File: config.mk
export PLATFORM = sky130hd
export DESIGN_NAME = filter_seq_ctrl_flat
export DESIGN_NICKNAME = d
export VERILOG_FILES = /design/src/rtl/filter_seq_ctrl_if.sv /design/src/rtl/filter_seq_ctrl.sv /design/src/flat_wrapper.sv
export SDC_FILE = /design/constraint.sdc
export NUM_CORES = 1
export LEC_CHECK = 0
export BUFFER_PORTS_ARGS = -buffer_cell sky130_fd_sc_hd__buf_2
export CORE_AREA = 8 8 45 47
export CTS_CLUSTER_DIAMETER = 60
export DETAILED_ROUTE_END_ITERATION = 10
export DIE_AREA = 0 0 53 55
export GPL_TIMING_DRIVEN = 0
export PLACE_DENSITY = 0.61
export REMOVE_ABC_BUFFERS = 1
export SYNTH_ARGS = -nofsm -noshare
export SYNTH_HDL_FRONTEND = slang
export SYNTH_SLANG_ARGS = --single-unit
File: constraint.sdc
create_clock -name clk -period 1.5 [get_ports clk]
set_input_delay 0.3 -clock clk [delete_from_list [all_inputs] [get_ports clk]]
set_output_delay 0.3 -clock clk [all_outputs]
set_load 0.005 [all_outputs]
File: src/rtl/filter_seq_ctrl_if.sv
// Handshake/control bundle between the tap-serial FIR sequencer and its datapath.
// The master side drives sample ticks and the overrun clear; the slave side is the sequencer.
interface filter_seq_ctrl_if #(
  parameter int IDX_W = 3
);
  logic             rx_done_tick;
  logic             clr_ovr;
  logic             en_shift;
  logic             acc_clr;
  logic             acc_en;
  logic [IDX_W-1:0] sel_tap;
  logic             en_out;
  logic             listo;
  logic             busy;
  logic             overrun;

  modport master (
    output rx_done_tick, clr_ovr,
    input  en_shift, acc_clr, acc_en, sel_tap, en_out, listo, busy, overrun
  );

  modport slave (
    input  rx_done_tick, clr_ovr,
    output en_shift, acc_clr, acc_en, sel_tap, en_out, listo, busy, overrun
  );
endinterface

File: src/rtl/filter_seq_ctrl.sv
// Control FSM for a tap-serial FIR: per sample, shift delay line, clear accumulator,
// run TAPS MAC cycles, then strobe the output register. Queues one extra sample.
module filter_seq_ctrl #(
  parameter int TAPS  = 5,
  parameter int IDX_W = 3
) (
  input  logic            clk,
  input  logic            reset,
  filter_seq_ctrl_if.slave bus
);

  typedef enum logic [1:0] {
    IDLE  = 2'd0,
    SHIFT = 2'd1,
    MAC   = 2'd2,
    WRITE = 2'd3
  } state_t;

  localparam logic [IDX_W-1:0] LAST_TAP = IDX_W'(TAPS - 1);

  state_t           state_reg, state_next;
  logic [IDX_W-1:0] cnt_reg, cnt_next;
  logic             pend_reg, pend_next;
  logic             ovr_reg, ovr_next;
  logic             drop;

  always_ff @(posedge clk) begin
    if (reset) begin
      state_reg <= IDLE;
      cnt_reg   <= '0;
      pend_reg  <= 1'b0;
      ovr_reg   <= 1'b0;
    end else begin
      state_reg <= state_next;
      cnt_reg   <= cnt_next;
      pend_reg  <= pend_next;
      ovr_reg   <= ovr_next;
    end
  end

  always_comb begin
    state_next = state_reg;
    cnt_next   = cnt_reg;
    pend_next  = pend_reg;
    drop       = 1'b0;

    case (state_reg)
      IDLE: begin
        cnt_next = '0;
        if (bus.rx_done_tick) state_next = SHIFT;
      end
      SHIFT: begin
        state_next = MAC;
        cnt_next   = '0;
      end
      MAC: begin
        if (cnt_reg == LAST_TAP) begin
          state_next = WRITE;
          cnt_next   = '0;
        end else begin
          cnt_next = cnt_reg + 1'b1;
        end
      end
      WRITE: begin
        // A tick here starts the next pass directly unless one is already queued,
        // in which case the queued sample wins and this tick is lost.
        drop       = pend_reg & bus.rx_done_tick;
        state_next = (pend_reg | bus.rx_done_tick) ? SHIFT : IDLE;
        pend_next  = 1'b0;
      end
      default: begin
        state_next = IDLE;
        cnt_next   = '0;
        pend_next  = 1'b0;
      end
    endcase

    if ((state_reg == SHIFT || state_reg == MAC) && bus.rx_done_tick) begin
      if (pend_reg) drop = 1'b1;
      else          pend_next = 1'b1;
    end

    if (drop)             ovr_next = 1'b1;
    else if (bus.clr_ovr) ovr_next = 1'b0;
    else                  ovr_next = ovr_reg;
  end

  always_comb begin
    bus.en_shift = 1'b0;
    bus.acc_clr  = 1'b0;
    bus.acc_en   = 1'b0;
    bus.sel_tap  = '0;
    bus.en_out   = 1'b0;
    bus.listo    = 1'b0;
    bus.busy     = 1'b0;
    case (state_reg)
      SHIFT: begin
        bus.en_shift = 1'b1;
        bus.acc_clr  = 1'b1;
        bus.busy     = 1'b1;
      end
      MAC: begin
        bus.acc_en  = 1'b1;
        bus.sel_tap = cnt_reg;
        bus.busy    = 1'b1;
      end
      WRITE: begin
        bus.en_out = 1'b1;
        bus.listo  = 1'b1;
        bus.busy   = 1'b1;
      end
      default: ;
    endcase
    bus.overrun = ovr_reg;
  end

endmodule

File: src/flat_wrapper.sv
// flat-port wrapper written by rule: the top's interface ports become plain ports
module filter_seq_ctrl_flat 
#(
  parameter int TAPS  = 5,
  parameter int IDX_W = 3
)
  (clk, reset, bus_rx_done_tick, bus_clr_ovr, bus_en_shift, bus_acc_clr, bus_acc_en, bus_sel_tap, bus_en_out, bus_listo, bus_busy, bus_overrun);
  filter_seq_ctrl_if #(.IDX_W(IDX_W)) bus_i ();
  input  logic clk;
  input  logic reset;
  input wire logic [$bits(bus_i.rx_done_tick)-1:0] bus_rx_done_tick;
  input wire logic [$bits(bus_i.clr_ovr)-1:0] bus_clr_ovr;
  output wire logic [$bits(bus_i.en_shift)-1:0] bus_en_shift;
  output wire logic [$bits(bus_i.acc_clr)-1:0] bus_acc_clr;
  output wire logic [$bits(bus_i.acc_en)-1:0] bus_acc_en;
  output wire logic [$bits(bus_i.sel_tap)-1:0] bus_sel_tap;
  output wire logic [$bits(bus_i.en_out)-1:0] bus_en_out;
  output wire logic [$bits(bus_i.listo)-1:0] bus_listo;
  output wire logic [$bits(bus_i.busy)-1:0] bus_busy;
  output wire logic [$bits(bus_i.overrun)-1:0] bus_overrun;
  assign bus_i.rx_done_tick = bus_rx_done_tick;
  assign bus_i.clr_ovr = bus_clr_ovr;
  assign bus_en_shift = bus_i.en_shift;
  assign bus_acc_clr = bus_i.acc_clr;
  assign bus_acc_en = bus_i.acc_en;
  assign bus_sel_tap = bus_i.sel_tap;
  assign bus_en_out = bus_i.en_out;
  assign bus_listo = bus_i.listo;
  assign bus_busy = bus_i.busy;
  assign bus_overrun = bus_i.overrun;
  filter_seq_ctrl #(.TAPS(TAPS), .IDX_W(IDX_W)) u_core (.clk(clk), .reset(reset), .bus(bus_i));
endmodule
==> reports/metrics.csv, run 1 <==
stage,metric,value,unit
job,max-cap violation count,0,
floorplanning,Die Wd,53,um
power,Clk network pwr share,0.195,
power,worst vdd ir,0.795,mV
power,leakage,0.281,nW
detailed_routing,Avg WL per Cell,10.9,um
cts,CTS Buf Count,3,
setup_path,crit path DAT,1130,ps
synth,mapped cell area,464,um^2
global_routing,number of global-route vias before repair,420,
timing,Slew Limit Fails,0,
cts,TritonCTS clock tree,yes,
timing,Fin. Hold Viols,0,
synth,synth warn,0,
detailed_routing,Routed Wire Length,947,um
setup_path,crit end category,output pin,
timing,Max Fclk,698,MHz
detailed_routing,Antenna Violating Nets Remaining,0,
cts,latest clock arrival within the worst-skew pair,250,ps
timing,endpoints failing setup,0,
setup_path,cell family with most CP delay,flip-flops,
placement,Port Buffers,13,
detailed_routing,metal2 WL,434,um
global_routing,initial antenna violation count,0,
layout,"Core Util, Final",0.429,
layout,Layout area overhead,27.8,%
floorplanning,full die area,2920,um^2
setup_path,Crit path largest cell delay,370,ps
timing,Slew @ Worst Pin,169,ps
layout,area of the multi-input gates,299,um^2
layout,share of layout cells above drive strength 1,0.352,
cts,Hold Buf Count CTS,0,
synth,Cells after Synth,54,
synth,Synth Register Bits,7,
power,Comb power frac,0.477,
power,total power,0.894,mW
global_routing,global-route wire length before repair,1.61,mm
layout,Filler cells,145,
power,internal power,0.559,mW
cts,CTS sink cnt,7,
timing,Fin Hold WS,307,ps
setup_path,peak fanout along the critical path,8,
setup_path,critical path buffer and inverter count,2,
outcome,status,"complete, no violations",
floorplanning,io pins,14,
power,power per cell area,1510,nW/um^2
power,Sw Share,0.375,
floorplanning,Chip Height,55,um
power,Net Sw Power,0.335,mW
global_routing,total global-route track usage,0.0739,
detailed_routing,Detailed Routing Iterations Pass 1,2,
cts,"Clk pin slew, worst setup/hold paths",50,ps
placement,pre-CTS WS,54.6,ps
synth,register area share after synthesis,0.302,
detailed_routing,Max Used Layer,met3,
detailed_routing,DRT iter0 DRCs,1,
floorplanning,initial core utilization,0.335,
layout,FF+latch area,145,um^2
setup_path,Crit Path Category,register to output pin,
floorplanning,num rows,14,
floorplanning,Floorplan Core Area,1380,um^2
timing,worst rel slew slack,0.887,
detailed_routing,# DRC,0,
setup_path,critical-path cell list,inv_2 -> ha_4 -> and2_1 -> buf_2,
placement,GPL Wtd Cong,0.697,
timing,Fin Clk Skew,1.90,ps
timing,final period utilization,0.955,
cts,H-tree levels,1,
timing,Final TNS setup,0,ps
synth,mean post-synth cell area,8.60,um^2
setup_path,slowest CP cell,dfxtp_4,
setup_path,Worst EP required,1200,ps
worst_hold_path,min-delay worst type,primary input to register,
global_routing,largest net degree at the start of global routing,10,
placement,DP Wirelength,695,um
synth,count of cell types in the netlist,20,
detailed_routing,Via density,4.57,
cts,clock tree buffer depth,2,
timing,min cycle time layout,1430,ps
cts,clk root buf,clkbuf_4,
detailed_routing,met3 routed WL,104,um
layout,number of diodes,0,
global_routing,GRT Residual Overflow,0,
timing,final worst setup slack,68.1,ps
timing,RSZ-0062 raised after global routing,false,
detailed_routing,total number of vias,398,
setup_path,kind of start point of the critical path,register,
detailed_routing,M1 wire length,409,um
layout,NumNets Final,84,
power,Reg power frac,0.328,
layout,Largest register FFs,3,
[power groups by stage]
stage          sequential [mW]  clock, mW  combinational (mW)
2_1_floorplan            0.267          0               0.274
3_3_place_gp             0.281          0               0.383
3_5_place_dp             0.283          0               0.387
4_1_cts                  0.296      0.187               0.410
5_1_grt                  0.302      0.193               0.489
6_report                 0.294      0.174               0.426
[cell usage after synthesis]
cell type / instances / area (um^2)
ha_1: 8 / 100
dfxtp_1: 7 / 140
inv_1: 6 / 22.5
a21oi_1: 4 / 20.0
nand2_1: 4 / 15.0
nand2b_1: 4 / 25.0
nor2_1: 4 / 15.0
and2_1: 3 / 18.8
buf_4: 2 / 15.0
o21ai_0: 2 / 10.0
a21boi_2: 1 / 11.3
a21oi_2: 1 / 8.76
a31oi_1: 1 / 6.26
mux2_2: 1 / 11.3
mux2i_1: 1 / 10.0
nand3_1: 1 / 5.00
nand3b_1: 1 / 7.51
nor3b_1: 1 / 7.51
o211ai_1: 1 / 7.51
o21a_1: 1 / 7.51
[layout make-up]
| type | instances | share of cell area |
|---|---|---|
| Inverter | 6 | 0.0380 |
| Sequential cell | 7 | 0.245 |
| Timing Repair Buffer | 15 | 0.135 |
| Tap cell | 16 | 0.0338 |
| Multi-Input combinational cell | 39 | 0.504 |
| Clock buffer | 4 | 0.0443 |
[worst reg2reg max path: stages, from the launching register on]
cell and delay, ps:
dfxtp_4 370, inv_2 60, ha_4 180, buf_4 130, a21boi_2 160, a21oi_2 150, mux2i_1 190
[final timing paths]
check,start,to,slack [ps],cells after the start
worst max-delay path,u_core.state_reg[0],bus_sel_tap[1],70,4
worst min-delay path,bus_clr_ovr,u_core.bus.overrun,310,3
worst max register to register,u_core.state_reg[0],u_core.state_reg[1],190,6
worst min register to register,u_core.bus.overrun,u_core.bus.overrun,470,2
[stage by stage]
stage	instance area, um^2	std cells
6_report	593	87
5_1_grt	593	87
4_1_cts	578	85
3_5_place_dp	534	81
3_3_place_gp	534	81
2_1_floorplan	449	52
[cell families after synthesis]
family / synth area share
AOI/OAI and AO/OA: 0.154
and+or+nand+nor: 0.202
adders and majority gates: 0.216
DFF: 0.302
muxes: 0.0458
buffers and inverters: 0.0808
[what timing repair did]
action	in CTS	in global routing
resized for setup	6	0
setup endpoints to repair	4	3
endpoints found under the hold margin	0	0
buffers inserted	0	2
pin swaps	0	0
[routing by layer]
layer | global-route usage | vias to the layer above
met5 | 0 | -
met4 | 0.0129 | 0
met3 | 0.0481 | 0
met2 | 0.133 | 15
met1 | 0.0702 | 174
li1 | - | 209
[layout by cell type, fill, tap and decap left out, drive strengths merged]
master,synthesis,layout
a21oi,5,5
nor3b,1,1
inv,6,6
mux2i,1,1
nor2,4,4
o21ai,2,2
ha,8,8
nand3,1,1
buf,2,15
and2,3,3
o211ai,1,1
clkbuf,0,4
mux2,1,1
dfxtp,7,7
a21boi,1,1
nand3b,1,1
nand2b,4,4
a31oi,1,1
nand2,4,4
o21a,1,1
Note: power is estimated with default switching activity, not from simulation.
==> run 2, diff against run 1 <==
--- a/config.mk
+++ b/config.mk
@@ -13,6 +13,7 @@
 export GPL_TIMING_DRIVEN = 0
 export PLACE_DENSITY = 0.61
 export REMOVE_ABC_BUFFERS = 1
+export SETUP_SLACK_MARGIN = 0.3
 export SYNTH_ARGS = -nofsm -noshare
 export SYNTH_HDL_FRONTEND = slang
 export SYNTH_SLANG_ARGS = --single-unit
==> constraint.sdc (replaced) <==
create_clock -name clk -period 1.73 [get_ports clk]
set_input_delay 0.346 -clock clk [delete_from_list [all_inputs] [get_ports clk]]
set_output_delay 0.346 -clock clk [all_outputs]
set_load 0.005 [all_outputs]
==> run 2 against run 1 <==
Compared with the run above:
- global-route usage is 0.22 points higher
- cell area is 9.7% higher
- utilization is 4.2 points higher
- combinational power is 1% higher
- first-iteration DRC count is 100% lower
- critical path depth stayed put
- routed wire length is 5.0% higher
- die area stayed put
- sequential share of layout area is 1.8 points lower
- highest routed layer unchanged
- register-to-register slack better by 260 ps
- final cell count is 3.4% higher
- critical path type unchanged
==> reports/metrics.csv, run 2 (synthesis results as in run 1) <==
stage,metric,value,unit,change
outcome,status,"complete, no violations",,
layout,share of layout cells above drive strength 1,0.419,,+0.0668
timing,Slew @ Worst Pin,169,ps,-0.453 ps
floorplanning,full die area,2920,um^2,unchanged
timing,Slew Limit Fails,0,,unchanged
floorplanning,Chip Height,55,um,unchanged
cts,clock tree buffer depth,2,,unchanged
worst_hold_path,Hold Path Sink,u_core.bus.overrun,,
detailed_routing,Routed Wire Length,994,um,+5.0%
floorplanning,initial core utilization,0.335,,unchanged
detailed_routing,total number of vias,419,,+5.3%
floorplanning,num rows,14,,unchanged
layout,most frequent cells in the layout,"11 x buf_2, 6 x ha_1, 5 x inv_1, 5 x buf_4, 5 x dfxtp_1",,
setup_path,cell family with most CP delay,flip-flops,,
cts,CTS sink cnt,7,,unchanged
timing,Fin Hold WS,353,ps,+45.8 ps
cts,clk root buf,clkbuf_4,,
layout,NumNets Final,87,,+3.6%
layout,Finished Layout Cells,90,,+3.4%
layout,Layout area overhead,40.2,%,
timing,final worst setup slack,295,ps,+227 ps
floorplanning,io pins,14,,unchanged
placement,GPL Wtd Cong,0.697,,unchanged
worst_hold_path,min-delay worst type,primary input to register,,
cts,latest clock arrival within the worst-skew pair,250,ps,about the same
setup_path,slowest CP cell,dfxtp_4,,
global_routing,total global-route track usage,0.0761,,+0.00219
setup_path,critical path buffer and inverter count,2,,unchanged
setup_path,crit end category,output pin,,
cts,TritonCTS clock tree,yes,,
timing,final period utilization,0.829,,
layout,area of the multi-input gates,317,um^2,+5.9%
placement,Port Buffers,13,,unchanged
job,max-cap violation count,0,,unchanged
detailed_routing,# DRC,0,,unchanged
detailed_routing,DRT iter0 DRCs,0,,-1
setup_path,FF-to-FF End,u_core.state_reg[1],,
setup_path,path depth of the worst reg2reg path,6,,unchanged
detailed_routing,Via density,4.66,,+1.8%
power,leakage,0.299,nW,+6.4%
timing,RSZ-0062 raised after global routing,true,,
layout,number of diodes,0,,unchanged
worst_hold_path,hold_sp,bus_clr_ovr,,
global_routing,GRT Residual Overflow,0,,unchanged
layout,final instance area,651,um^2,+9.7%
setup_path,Crit path largest cell delay,360,ps,about the same
global_routing,global-route wire length before repair,1.68,mm,+3.8%
setup_path,Crit Path Category,register to output pin,,
power,total power,0.844,mW,-5.6%
placement,DP Wirelength,695,um,unchanged
placement,Placed Area,534,um^2,unchanged
cts,H-tree levels,1,,unchanged
power,power per cell area,1300,nW/um^2,-14%
layout,Largest register FFs,3,,unchanged
setup_path,crit path launch,u_core.state_reg[0],,
worst_hold_path,hold path depth,3,,unchanged
floorplanning,Die Wd,53,um,unchanged
setup_path,crit path DAT,1090,ps,-40 ps
timing,Fin. Hold Viols,0,,unchanged
setup_path,reg-to-reg startpoint,u_core.state_reg[0],,
global_routing,number of global-route vias before repair,428,,+1.9%
setup_path,kind of start point of the critical path,register,,
setup_path,critical-path cell list,inv_4 -> ha_4 -> and2_4 -> buf_6,,
detailed_routing,Avg WL per Cell,11.0,um,+1.5%
global_routing,largest net degree at the start of global routing,9,,-1
detailed_routing,Antenna Violating Nets Remaining,0,,unchanged
timing,endpoints failing setup,0,,unchanged
layout,Filler cells,140,,-3.4%
power,worst vdd ir,0.731,mV,-7.9%
placement,total placed cells including tap cells,81,,unchanged
timing,Max Fclk,697,MHz,
timing,min cycle time layout,1430,ps,
layout,"Core Util, Final",0.470,,+0.0416
setup_path,Worst EP required,1380,ps,+180 ps
setup_path,r2r setup slk,450,ps,+260 ps
setup_path,peak fanout along the critical path,7,,-1
detailed_routing,Detailed Routing Iterations Pass 1,1,,-1
layout,"commonest non-fill, non-tap cell in the layout",buf_2,,
placement,pre-CTS WS,255,ps,+200 ps
timing,Fin Clk Skew,1.41,ps,-0.488 ps
layout,FF+latch area,148,um^2,+1.7%
cts,"Clk pin slew, worst setup/hold paths",50,ps,about the same
floorplanning,Floorplan Core Area,1380,um^2,unchanged
timing,Final TNS setup,0,ps,unchanged
timing,worst rel slew slack,0.887,,about the same
cts,CTS Buf Count,3,,unchanged
global_routing,initial antenna violation count,0,,unchanged
run 2: cell types whose count changed in the layout (fill, tap and decap cells not counted), sizes merged:
cell and change:
buf +3
run 2: worst register-to-register path, delay by kind of cell (launching register included):
family / cells / cell delay, ps
DFF: 1 / 360
AOI/OAI and AO/OA: 2 / 310
muxes: 1 / 190
buffers and inverters: 2 / 180
adders and majority gates: 1 / 170
run 2: worst max-delay path by stage:
| stage | cells past startpoint | slack (ps) | end |
|---|---|---|---|
| after floorplan | 5 | 450 | u_core.state_reg[1] |
| after detailed placement | 4 | 250 | bus_sel_tap[1] |
| after global placement | 4 | 290 | bus_sel_tap[0] |
| after CTS | 4 | 270 | bus_sel_tap[1] |
| after global routing | 4 | 250 | bus_sel_tap[1] |
| final | 4 | 300 | bus_sel_tap[1] |
run 2: cell type report:
| cell class | count | area share |
|---|---|---|
| inverters | 6 | 0.0385 |
| clock buffers | 4 | 0.0404 |
| repair buffers | 18 | 0.177 |
| well taps | 16 | 0.0308 |
| flip-flops and latches | 7 | 0.227 |
| multi-input cells | 39 | 0.487 |
run 2: metal layers:
layer,vias to the layer above,GRT usage,part of all wire
met4,0,0.0129,0
met2,15,0.135,0.46
met5,-,0,0
met1,190,0.0748,0.44
li1,214,-,-
met3,0,0.0481,0.10
run 2: repair_timing:
item / CTS / global route
setup endpoints to repair: 9 / 8
pin swaps: 1 / 1
hold buffers: 0 / 0
gates resized for setup: 8 / 6
buffers inserted: 3 / 2
run 2: power by group:
group          total, mW  internal (mW)  leakage, nW  switching, mW
registers          0.262          0.210       0.0583         0.0522
logic              0.431          0.231        0.226          0.199
clock network      0.151         0.0882       0.0150         0.0626
